**src/rtl/feather_pkg.sv**
```systemverilog
`default_nettype none
// ============================================================================
// Module   : feather_pkg
// Purpose  : Shared types and constants for the load/store-multiple sequencer.
// Revision : 1.0  initial release
// ============================================================================
package feather_pkg;

  typedef enum logic [1:0] {
    IDLE = 2'd0,
    XFER = 2'd1,
    WB   = 2'd2,
    DONE = 2'd3
  } ldm_state_t;

  localparam int WORD_BYTES = 4;

  typedef logic [3:0] reg_idx_t;

endpackage
`default_nettype wire

```
**src/rtl/reg_list_scan.sv**
```systemverilog
`default_nettype none
// ============================================================================
// Module   : reg_list_scan
// Purpose  : Combinational scan of a 16-bit register list: lowest set index,
//            any-set flag and population count.
// Revision : 1.0  initial release
// ============================================================================
module reg_list_scan
  import feather_pkg::*;
(
  input  logic [15:0] list_i,
  output reg_idx_t    idx_o,
  output logic        any_o,
  output logic [4:0]  cnt_o
);

  always_comb begin
    idx_o = '0;
    cnt_o = '0;
    // Walk downward so the lowest set bit is the last one to overwrite idx_o.
    for (int k = 15; k >= 0; k--) begin
      if (list_i[k]) begin
        idx_o = reg_idx_t'(k);
      end
      cnt_o = cnt_o + 5'(list_i[k]);
    end
  end

  assign any_o = |list_i;

endmodule
`default_nettype wire

```
**src/rtl/ldm_stm_sequencer.sv**
```systemverilog
`default_nettype none
// ============================================================================
// Module   : ldm_stm_sequencer
// Purpose  : Load/store-multiple sequencer; walks a register list issuing one
//            word beat per register. Base writeback needs LDM_STM_WRITEBACK_EN.
// Revision : 1.0  initial release
// ============================================================================
module ldm_stm_sequencer
  import feather_pkg::*;
#(
  parameter int N = 32
) (
  input  logic         clk,
  input  logic         rst_n,
  input  logic         start_i,
  input  logic         is_load_i,
  input  logic [15:0]  reg_list_i,
  input  logic [3:0]   base_reg_i,
  input  logic [N-1:0] base_addr_i,
  input  logic         up_i,
  input  logic         pre_i,
  input  logic         writeback_i,
  output logic         busy_o,
  output logic         done_o,
  output logic [3:0]   rf_rd_addr_o,
  input  logic [N-1:0] rf_rd_data_i,
  output logic [3:0]   rf_wr_addr_o,
  output logic [N-1:0] rf_wr_data_o,
  output logic         rf_we_o,
  output logic         mem_req_o,
  output logic         mem_we_o,
  output logic [N-1:0] mem_addr_o,
  output logic [N-1:0] mem_wdata_o,
  input  logic         mem_ready_i,
  input  logic [N-1:0] mem_rdata_i
);

  ldm_state_t   state_q, state_d;
  logic [15:0]  list_q, list_d;
  logic [N-1:0] addr_q, addr_d;
  logic         is_load_q, is_load_d;

  logic [15:0]  w_scan_list;
  reg_idx_t     w_idx;
  logic         w_any;
  logic [4:0]   w_cnt;
  logic [N-1:0] w_off;
  logic [N-1:0] w_start;

  // In IDLE the scanner sizes the incoming list; afterwards it picks the next register.
  assign w_scan_list = (state_q == IDLE) ? reg_list_i : list_q;

  reg_list_scan u_scan (
    .list_i (w_scan_list),
    .idx_o  (w_idx),
    .any_o  (w_any),
    .cnt_o  (w_cnt)
  );

  assign w_off = N'({w_cnt, 2'b00});

  always_comb begin
    case ({up_i, pre_i})
      2'b10:   w_start = base_addr_i;
      2'b11:   w_start = base_addr_i + N'(WORD_BYTES);
      2'b00:   w_start = base_addr_i - w_off + N'(WORD_BYTES);
      default: w_start = base_addr_i - w_off;
    endcase
  end

`ifdef LDM_STM_WRITEBACK_EN
  logic [N-1:0] final_q, final_d;
  reg_idx_t     base_reg_q, base_reg_d;
  logic         wb_q, wb_d;
  logic [N-1:0] w_final;

  assign w_final = up_i ? (base_addr_i + w_off) : (base_addr_i - w_off);

  always_ff @(posedge clk or negedge rst_n) begin
    if (!rst_n) begin
      final_q    <= '0;
      base_reg_q <= '0;
      wb_q       <= 1'b0;
    end else begin
      final_q    <= final_d;
      base_reg_q <= base_reg_d;
      wb_q       <= wb_d;
    end
  end
`else
  logic unused_cfg;
  assign unused_cfg = writeback_i ^ (^base_reg_i);
`endif

  always_ff @(posedge clk or negedge rst_n) begin
    if (!rst_n) begin
      state_q   <= IDLE;
      list_q    <= '0;
      addr_q    <= '0;
      is_load_q <= 1'b0;
    end else begin
      state_q   <= state_d;
      list_q    <= list_d;
      addr_q    <= addr_d;
      is_load_q <= is_load_d;
    end
  end

  always_comb begin
    state_d      = state_q;
    list_d       = list_q;
    addr_d       = addr_q;
    is_load_d    = is_load_q;
`ifdef LDM_STM_WRITEBACK_EN
    final_d      = final_q;
    base_reg_d   = base_reg_q;
    wb_d         = wb_q;
`endif
    done_o       = 1'b0;
    rf_rd_addr_o = '0;
    rf_wr_addr_o = '0;
    rf_wr_data_o = '0;
    rf_we_o      = 1'b0;
    mem_req_o    = 1'b0;
    mem_we_o     = 1'b0;
    mem_addr_o   = '0;
    mem_wdata_o  = '0;

    case (state_q)
      IDLE: begin
        if (start_i) begin
          if (w_any) begin
            state_d   = XFER;
            list_d    = reg_list_i;
            addr_d    = w_start;
            is_load_d = is_load_i;
`ifdef LDM_STM_WRITEBACK_EN
            final_d    = w_final;
            base_reg_d = base_reg_i;
            // A load that overwrites the base register keeps the loaded value.
            wb_d       = writeback_i & ~(is_load_i & reg_list_i[base_reg_i]);
`endif
          end else begin
            state_d = DONE;
          end
        end
      end
      XFER: begin
        mem_req_o  = 1'b1;
        mem_addr_o = addr_q;
        mem_we_o   = ~is_load_q;
        if (is_load_q) begin
          rf_we_o      = mem_ready_i;
          rf_wr_addr_o = w_idx;
          rf_wr_data_o = mem_rdata_i;
        end else begin
          rf_rd_addr_o = w_idx;
          mem_wdata_o  = rf_rd_data_i;
        end
        if (mem_ready_i) begin
          list_d = list_q & (list_q - 16'd1);
          addr_d = addr_q + N'(WORD_BYTES);
          if (list_d == 16'd0) begin
`ifdef LDM_STM_WRITEBACK_EN
            state_d = wb_q ? WB : DONE;
`else
            state_d = DONE;
`endif
          end
        end
      end
`ifdef LDM_STM_WRITEBACK_EN
      WB: begin
        rf_we_o      = 1'b1;
        rf_wr_addr_o = base_reg_q;
        rf_wr_data_o = final_q;
        state_d      = DONE;
      end
`endif
      DONE: begin
        done_o  = 1'b1;
        state_d = IDLE;
      end
      default: state_d = IDLE;
    endcase
  end

  assign busy_o = (state_q != IDLE);

endmodule
`default_nettype wire

```
**config.mk**
```make
export PLATFORM = sky130hd
export DESIGN_NAME = ldm_stm_sequencer
export DESIGN_NICKNAME = d
export VERILOG_FILES = /design/src/rtl/feather_pkg.sv /design/src/rtl/reg_list_scan.sv /design/src/rtl/ldm_stm_sequencer.sv
export SDC_FILE = /design/constraint.sdc
export NUM_CORES = 1
export LEC_CHECK = 0
export ABC_AREA = 1
export CORE_MARGIN = 2
export CORE_UTILIZATION = 54
export CTS_CLUSTER_DIAMETER = 40
export CTS_CLUSTER_SIZE = 25
export DETAILED_ROUTE_END_ITERATION = 12
export GPL_TIMING_DRIVEN = 1
export PLACE_DENSITY = 0.95
export SYNTH_ARGS = -nofsm -noshare
export SYNTH_HDL_FRONTEND = slang
export SYNTH_SLANG_ARGS = --single-unit
```
**constraint.sdc**
```tcl
create_clock -name clk -period 17.7 [get_ports clk]
set_input_delay 2.655 -clock clk [delete_from_list [all_inputs] [get_ports clk]]
set_output_delay 2.655 -clock clk [all_outputs]
set_load 0.03 [all_outputs]
```
==> results.yml <==
detailed_routing:
  viasPerCell: 5.67
  detail-route-antenna-nets: 0
  wl_per_cell_um: 15.2
  via_count: 10100
  first_pass_iters: 9
  wl_mm: 27.0
  drc: 0
  drt_iter0_markers: 1283
logic_synthesis:
  synth_edf_count: 0
  syn_nets: 1565
  yosys.area.top_type_share: 0.160
  async_flop_share: 1.00
  syn-cell-area_mm2: 0.00796
  ys_ff_latch: 51
  ys_seq_area_frac: 0.160
  syn_inst: 1411
  yosys_warnings: 0
  synth_cell_types: 54
  synth_area_per_cell_um2: 5.64
  yosys-top-cells-area: "dfrtp_1, nand2_1, nor2_1"
  synth_top_cell_by_area: "dfrtp_1"
  synthFlopType: "dfrtp_1"
critical_path:
  crit_required_ns: 17.93
  critPathCaptureType: "flop"
  crit_fanout: 12
  cpPeakStageDelay_ns: 0.60
  path_class: "input pin to flop"
  arrival_ns: 9.75
  crit_slowest_cell: "fa_1"
  crit_path_frequent_cell: "nand2_1"
  cp-start-kind: "input pin"
timing:
  setup_violations: 0
  tns_ns: 0
  post-route-period-util: 0.538
  slew_headroom: 0.246
  setup_ws_ns: 8.17
  max_freq_mhz: 105
  rsz0062_at_grt: "no"
  slew_violations: 0
  finClkSkew_ns: 0.0108
  worstMarginPinSlew_ns: 1.13
  fin_crit_ns: 9.53
  hold_viol_final: 0
  holdWs_ns: 0.533
flow_run:
  drv_cap: 0
worst_hold_path:
  hp-class: "flop to flop"
die:
  core_mm2: 0.0145
  initial_core_util: 0.550
  fp.dieW_um: 125
  io_pins: 233
  die-area_mm2: 0.0157
  die_height_um: 125
  std_cell_rows: 44
global_routing:
  grt_max_degree: 79
  groute.usage.overall: 0.328
  grt_pass1_wl_mm: 43.5
  antenna_found_initial: 0
  overflow: 0
  grt_pass1_vias: 8815
cells_and_area:
  multi_input_area_mm2: 0.00558
  seqCellArea_mm2: 0.00128
  antenna_cells: 0
  fin_nets: 1750
  finish.utilization: 0.713
  synthToLayoutAreaGrowth_pct: 29.8
  num-fill-cells: 1201
  drive_gt1_frac: 0.0664
placed_design:
  io_buffers: 227
  hpwl_mm: 20.5
  pre_cts_ws_ns: 8.08
  place.gp.congestion: 1.03
cts:
  clock_sinks: 51
  hold_buffers: 0
  cts.reportedPaths.clkPinSlew_ns: 0.08
  cts_tree: "done"
  cts_made_buffers: 5
  cts.repair.resized: 0
  htree_levels: 2
  cts_buffer_depth: 2
  clk_latency_ns: 0.30
  cts_root_buf: "clkbuf_16"
  cts_setup_buffers: 0
status:
  status: "completed"
[path summary, 6_finish.rpt]
path                                start         end  slack [ns]  cells after the start
max                        reg_list_i[14]  addr_q[29]        8.17                     31
min                             addr_q[0]   addr_q[0]        0.53                      2
max reg2reg                    state_q[0]  addr_q[29]        9.83                     32
min reg2reg                     addr_q[0]   addr_q[0]        0.53                      2
max in group asynchronous           rst_n   list_q[5]       14.77                      2
min in group asynchronous           rst_n  addr_q[31]        2.47                      2
[registers in the layout (all words and copies together) (netlist names)]
register,count
addr_q,32
is_load_q,1
list_q,16
state_q,2
[stage by stage]
step                      cells  cell area, um2
after global routing       1781           10300
after CTS                  1781           10300
after detailed placement   1773           10200
after global placement     1773           10200
after floorplan            1411            7960
final                      1781           10300
[area by class of cell]
| cell class | instances | share of cell area |
|---|---|---|
| clock buffer | 7 | 0.0138 |
| clock inverter | 1 | 0.000848 |
| inverter | 208 | 0.0761 |
| multi-input combinational | 1098 | 0.540 |
| sequential | 51 | 0.124 |
| tap | 184 | 0.0223 |
| timing repair buffer | 232 | 0.223 |
[placed cells by master (no fill, tap or decap), types with 5 or more instances in the layout]
| master | Yosys | layout |
|---|---|---|
| nor4_1 | 5 | 5 |
| nand2_1 | 332 | 332 |
| o21ai_1 | 21 | 21 |
| nand4_1 | 29 | 29 |
| inv_1 | 194 | 193 |
| dfrtp_1 | 51 | 51 |
| inv_2 | 11 | 11 |
| nand2_2 | 25 | 25 |
| nand3_2 | 9 | 9 |
| nor2_4 | 16 | 16 |
| nor2_1 | 240 | 239 |
| nor3_1 | 18 | 18 |
| a31oi_1 | 17 | 17 |
| o211ai_1 | 10 | 10 |
| a21oi_1 | 95 | 95 |
| a22oi_1 | 10 | 10 |
| buf_4 | 4 | 5 |
| xor2_1 | 6 | 6 |
| clkbuf_16 | 0 | 5 |
| nor2_2 | 14 | 15 |
| clkdlybuf4s50_1 | 0 | 226 |
| fa_1 | 11 | 11 |
| nand3_1 | 126 | 126 |
| o21ai_0 | 53 | 53 |
| or2_2 | 5 | 5 |
| nand3b_1 | 5 | 5 |
| ha_1 | 19 | 19 |
[kinds of logic (layout without fill, tap and decap cells)]
kind of cell             after synthesis  count (layout)  share of synthesized area
XOR/XNOR                               7               7                    0.00771
AND/OR/NAND/NOR                      834             834                      0.475
AO/OA/AOI/OAI                        223             223                      0.156
flip-flops                            51              51                      0.160
multiplexers                           4               4                    0.00519
buffers and inverters                262             448                      0.139
adder cells (fa/ha/maj)               30              30                     0.0576
[metal layers]
layer / track usage / part of all wire
met4: 0.0961 / 0.025
met5: 0 / 0
met3: 0.0608 / 0.12
met2: 0.531 / 0.46
met1: 0.449 / 0.40
[cell usage after synthesis, types with 10 or more instances]
cell	count
a21oi_1	95
a22oi_1	10
a31oi_1	17
clkbuf_1	24
dfrtp_1	51
fa_1	11
ha_1	19
inv_1	194
inv_2	11
nand2_1	332
nand2_2	25
nand3_1	126
nand4_1	29
nor2_1	240
nor2_2	14
nor2_4	16
nor3_1	18
o211ai_1	10
o21ai_0	53
o21ai_1	21
[critical path: cells and delay by family]
family,cells,cell delay (ns)
AOI/OAI and AO/OA,2,0.39
adders and majority gates,8,3.81
buffers and inverters,3,0.68
and+or+nand+nor,18,2.24
Power is not shown: default switching activity piles up to over one toggle a cycle in this logic, so the estimate is an artifact.
